==> src/rtl/id_ex_stage.sv <==
// ID/EX pipeline register with M/W->E operand forwarding and Tnew tracking.
// Optional macro ID_EX_BUBBLE_CNT_EN adds a 32-bit bubble counter output.
module id_ex_stage #(
  parameter int DW = 32,
  parameter int RW = 5,
  parameter int TW = 2
) (
  input  logic          clk,
  input  logic          reset,
  input  logic          stall,
  input  logic [DW-1:0] d_pc,
  input  logic [DW-1:0] d_instr,
  input  logic [DW-1:0] d_rs_data,
  input  logic [DW-1:0] d_rt_data,
  input  logic [DW-1:0] d_imm32,
  input  logic [RW-1:0] d_rs,
  input  logic [RW-1:0] d_rt,
  input  logic [RW-1:0] d_dst,
  input  logic          d_alusrc,
  input  logic          d_cin,
  input  logic          d_aluop,
  input  logic          d_lui,
  input  logic          d_add,
  input  logic          d_regwrite,
  input  logic          d_memwrite,
  input  logic          d_memtoreg,
  input  logic [TW-1:0] d_tnew,
  input  logic [RW-1:0] m_dst,
  input  logic          m_regwrite,
  input  logic          m_ready,
  input  logic [DW-1:0] m_data,
  input  logic [RW-1:0] w_dst,
  input  logic          w_regwrite,
  input  logic [DW-1:0] w_data,
  output logic [DW-1:0] e_w1,
  output logic [DW-1:0] e_w2,
  output logic          e_cin,
  output logic          e_aluop,
  output logic          e_lui,
  output logic          e_add,
  output logic [DW-1:0] e_store_data,
  output logic [DW-1:0] e_pc,
  output logic [DW-1:0] e_instr,
  output logic [RW-1:0] e_rs,
  output logic [RW-1:0] e_rt,
  output logic [RW-1:0] e_dst,
  output logic          e_regwrite,
  output logic          e_memwrite,
  output logic          e_memtoreg,
  output logic [TW-1:0] e_tnew,
  output logic [TW-1:0] e_tnew_next
`ifdef ID_EX_BUBBLE_CNT_EN
  ,
  output logic [31:0]   bubble_cnt
`endif
);

  typedef struct packed {
    logic [DW-1:0] pc;
    logic [DW-1:0] instr;
    logic [DW-1:0] rs_data;
    logic [DW-1:0] rt_data;
    logic [DW-1:0] imm32;
    logic [RW-1:0] rs;
    logic [RW-1:0] rt;
    logic [RW-1:0] dst;
    logic          alusrc;
    logic          cin;
    logic          aluop;
    logic          lui;
    logic          add;
    logic          regwrite;
    logic          memwrite;
    logic          memtoreg;
    logic [TW-1:0] tnew;
  } id_ex_t;

  id_ex_t d, q;
  logic [DW-1:0] fwd_rs, fwd_rt;

  always_comb begin
    d          = '0;
    d.pc       = d_pc;
    d.instr    = d_instr;
    d.rs_data  = d_rs_data;
    d.rt_data  = d_rt_data;
    d.imm32    = d_imm32;
    d.rs       = d_rs;
    d.rt       = d_rt;
    d.dst      = d_dst;
    d.alusrc   = d_alusrc;
    d.cin      = d_cin;
    d.aluop    = d_aluop;
    d.lui      = d_lui;
    d.add      = d_add;
    d.regwrite = d_regwrite;
    d.memwrite = d_memwrite;
    d.memtoreg = d_memtoreg;
    d.tnew     = d_tnew;
  end

  // a bubble keeps only the PC so exceptions can still name the slot
  always_ff @(posedge clk) begin
    if (reset) begin
      q <= '0;
    end else if (stall) begin
      q    <= '0;
      q.pc <= d_pc;
    end else begin
      q <= d;
    end
  end

`ifdef ID_EX_BUBBLE_CNT_EN
  always_ff @(posedge clk) begin
    if (reset)
      bubble_cnt <= '0;
    else if (stall)
      bubble_cnt <= bubble_cnt + 32'd1;
  end
`endif

  // M beats W; r0 is never bypassed
  always_comb begin
    fwd_rs = q.rs_data;
    if (q.rs != '0) begin
      if (m_regwrite && m_ready && m_dst == q.rs)
        fwd_rs = m_data;
      else if (w_regwrite && w_dst == q.rs)
        fwd_rs = w_data;
    end
  end

  always_comb begin
    fwd_rt = q.rt_data;
    if (q.rt != '0) begin
      if (m_regwrite && m_ready && m_dst == q.rt)
        fwd_rt = m_data;
      else if (w_regwrite && w_dst == q.rt)
        fwd_rt = w_data;
    end
  end

  assign e_w1         = fwd_rs;
  assign e_w2         = q.alusrc ? q.imm32 : fwd_rt;
  assign e_store_data = fwd_rt;
  assign e_cin        = q.cin;
  assign e_aluop      = q.aluop;
  assign e_lui        = q.lui;
  assign e_add        = q.add;
  assign e_pc         = q.pc;
  assign e_instr      = q.instr;
  assign e_rs         = q.rs;
  assign e_rt         = q.rt;
  assign e_dst        = q.dst;
  assign e_regwrite   = q.regwrite;
  assign e_memwrite   = q.memwrite;
  assign e_memtoreg   = q.memtoreg;
  assign e_tnew       = q.tnew;
  assign e_tnew_next  = (q.tnew == '0) ? '0 : q.tnew - TW'(1);

endmodule

==> config.mk <==
export PLATFORM = sky130hd
export DESIGN_NAME = id_ex_stage
export DESIGN_NICKNAME = d
export VERILOG_FILES = /design/src/rtl/id_ex_stage.sv
export SDC_FILE = /design/constraint.sdc
export NUM_CORES = 1
export LEC_CHECK = 0
export ABC_CLOCK_PERIOD_IN_PS = 2700
export CORE_AREA = 2 2 176 178
export DETAILED_ROUTE_END_ITERATION = 7
export DIE_AREA = 0 0 178 180
export PLACE_DENSITY = 0.61
export SLEW_MARGIN = 20
export SYNTH_ARGS = -nofsm -noshare
export SYNTH_HDL_FRONTEND = slang
export SYNTH_SLANG_ARGS = --single-unit
==> constraint.sdc <==
create_clock -name clk -period 2.7 [get_ports clk]
set_input_delay 0.675 -clock clk [delete_from_list [all_inputs] [get_ports clk]]
set_output_delay 0.675 -clock clk [all_outputs]
set_load 0.01 [all_outputs]
==> flow_metrics.env <==
export IMPL_worstSetupPathType="in2out"
export IMPL_min_path_type="in2reg"
export IMPL_failed_checks="negative setup slack"
export IMPL_cts_buffers=17
export IMPL_drc_errors=0
export IMPL_crit_required_ps=2030
export IMPL_avgSynthCellArea_um2=9.15
export IMPL_antenna_found_initial=5
export IMPL_grt_pass1_wl_um=52200
export IMPL_fin_nets=1645
export IMPL_syn_inst=920
export IMPL_synth_edf_count=0
export IMPL_synth_top_area_frac=0.440
export IMPL_vias_per_cell=4.65
export IMPL_postRouteAntennaNets=0
export IMPL_core_area_um2=30200
export IMPL_synthTopCellsByArea="dfxtp_1, and2_1, buf_4"
export IMPL_die_w_um=178
export IMPL_placed_area_um2=13400
export IMPL_drt_pass1_iterations=5
export IMPL_io_pins=451
export IMPL_drv_cap=0
export IMPL_worstHoldStart="d_rt[4]"
export IMPL_worst_setup_path_end_kind="primary output"
export IMPL_top_layer_used="met4"
export IMPL_hold_path_depth=2
export IMPL_yosysSeqAreaShare=0.440
export IMPL_critPathLaunch="m_dst[1]"
export IMPL_synthFlopType="dfxtp_1"
export IMPL_die_h_um=180
export IMPL_vias=8342
export IMPL_synth_area_leader_cell="dfxtp_1"
export IMPL_num_rows=64
export IMPL_cts_max_path_buffers=2
export IMPL_whs_endpoint="e_rt[4]"
export IMPL_initial_core_util=0.279
export IMPL_grt_pass1_vias=8367
export IMPL_wl_met3_um=2860
export IMPL_die_area_um2=32000
export IMPL_start_kind="input port"
export IMPL_design_area_um2=15700
export IMPL_path_clk_slew_ps=70
export IMPL_max_freq_ghz=0.312
export IMPL_fin_crit_sh=1.19
export IMPL_drt_met1_wl_um=13900
export IMPL_ys_async_sr_fraction=0
export IMPL_avgRoutedWirePerCell_um=20.1
export IMPL_timing_final_ws_setup_ps=-500
export IMPL_holdBufCountCts=0
export IMPL_ys_seq_elements=185
export IMPL_wl_um=36000
export IMPL_synth_cell_area_um2=8410
export IMPL_setup_viol=96
export IMPL_worstMarginPinSlew_ps=519
export IMPL_grt_max_degree=86
export IMPL_dp_hpwl_um=25700
export IMPL_critPathMaxFanout=8
export IMPL_root_buffer="clkbuf_16"
export IMPL_synthesis_nets=1185
export IMPL_maxSlewViolCount=0
export IMPL_finalHoldViolations=0
export IMPL_clkSinkCount=185
export IMPL_rsz0062_at_grt="yes"
export IMPL_outcome="finished, violations left"
export IMPL_wl_met2_um=18100
export IMPL_io_buffer_count=450
export IMPL_grtUsageTotal=0.218
export IMPL_htree_levels=4
export IMPL_synth_distinct_cells=34
export IMPL_n_fill_cell=2730
export IMPL_tritoncts="yes"
export IMPL_first_iter_violations=447
export IMPL_arrival_ps=2530
export IMPL_overflow=0
export IMPL_final_setup_tns_ps=-34270
export IMPL_gp_congestion=0.845
export IMPL_yosysWarningCount=0
export IMPL_relSlewSlack=0.654
export IMPL_area_growth_syn_to_layout_pct=86.1
export IMPL_ir_drop_uv=459
export IMPL_p_leak_uw=0.00622
export IMPL_drive_above_1_share=0.312
export IMPL_power_density_nw_per_um2=447
export IMPL_fin_crit_ps=3200
-- flip-flops by register name, indices dropped and copies added (netlist names) --
register    flops
e_instr        32
e_rt            5
e_tnew          2
e_pc           32
e_rs            5
e_lui           1
e_regwrite      1
e_memtoreg      1
e_add           1
e_cin           1
e_dst           5
q              97
e_aluop         1
e_memwrite      1
-- worst max path at each step --
stage	cells past startpoint	slack (ps)	to
floorplan	8	-10	e_store_data[10]
CTS	8	-550	e_store_data[22]
detailed placement	11	-1190	e_w2[5]
global route	10	-570	e_w2[29]
global placement	11	-1160	e_w2[5]
finish	10	-500	e_w2[27]
-- stage by stage --
step / util / std cells / hold WS, ps / setup slack (ps) / power [µW]
4_1_cts: 0.499 / 1775 / 736 / -547 / 6980
3_5_place_dp: 0.445 / 1706 / 1240 / -1190 / 4260
3_3_place_gp: 0.445 / 1706 / 1230 / -1160 / 4260
2_1_floorplan: - / 920 / 747 / -14.5 / 3450
5_1_grt: 0.519 / 1792 / 752 / -570 / 7280
6_report: 0.519 / 1793 / 767 / -500 / 6990
-- layout make-up --
| class | instances | area (µm²) | share of cell area |
|---|---|---|---|
| timing repair buffer | 594 | 5950 | 0.380 |
| multi-input combinational | 522 | 4680 | 0.299 |
| sequential | 185 | 3720 | 0.237 |
| tap | 396 | 495 | 0.0316 |
| clock buffer | 18 | 429 | 0.0274 |
| inverter | 60 | 225 | 0.0144 |
| clock inverter | 13 | 155 | 0.00991 |
| antenna | 5 | 12.5 | 0.000799 |
-- what timing repair did --
| item | in CTS | in global routing |
|---|---|---|
| resized for setup | 607 | 119 |
| endpoints found under the setup margin | 96 | 96 |
| setup buffers | 32 | 19 |
| pin swaps | 35 | 34 |
| cloned | 10 | 3 |
-- where the power goes --
part | total (µW) | leakage [µW] | switching, µW | internal [µW]
sequential | 2900 | 0.00153 | 58.7 | 2840
combinational | 1500 | 0.00440 | 609 | 890
clock | 2590 | 0.000288 | 1200 | 1390
total | 6990 | 0.00622 | 1870 | 5120
-- cells in the mapped netlist (all sizes together), types with 9 or more instances --
library cell  count
a31oi            28
nand3            38
buf             102
clkbuf           51
a32oi            32
o221ai           32
nor2b            65
and2            155
inv              60
nand2            34
dfxtp           185
xnor2            16
o2bb2ai          32
o21ai            33
nor3             29
nor2              9
-- logic make-up (layout without fill, tap and decap cells) --
kind of cell / after synthesis / count (layout) / share of synthesized area
xor+xnor: 20 / 20 / 0.0217
simple gates: 340 / 340 / 0.232
other cells: 0 / 5 / 0
flops: 185 / 185 / 0.440
mux: 4 / 4 / 0.00476
buf+inv: 213 / 685 / 0.138
compound gates: 158 / 158 / 0.164
-- cell usage in the layout, fill, tap and decap left out, types with 21 or more instances in the layout --
| cell type | netlist | layout |
|---|---|---|
| clkdlybuf4s50_1 | 0 | 342 |
| dfxtp_1 | 185 | 177 |
| and2_1 | 155 | 154 |
| buf_4 | 82 | 73 |
| buf_6 | 1 | 69 |
| nor2b_1 | 65 | 65 |
| buf_2 | 10 | 64 |
| inv_1 | 60 | 60 |
| nand3_1 | 38 | 36 |
| nand2_1 | 34 | 33 |
| o221ai_2 | 0 | 26 |
| buf_12 | 0 | 23 |
| o21ai_1 | 1 | 21 |
-- layer usage --
metal / vias to the layer above / GRT usage
li1: 3941 / -
met1: 3962 / 0.251
met2: 381 / 0.379
met3: 58 / 0.0603
met4: 0 / 0.0872
met5: - / 0
-- critical path: stages --
cell and delay [ps]:
clkdlybuf4s15_2 210, xnor2_2 160, nand4_1 200, or3_4 410
buf_12 160, buf_12 140, buf_6 120, a32oi_1 190
o21ai_1 100, buf_2 160
No activity file was read; power rests on OpenSTA's default activity.
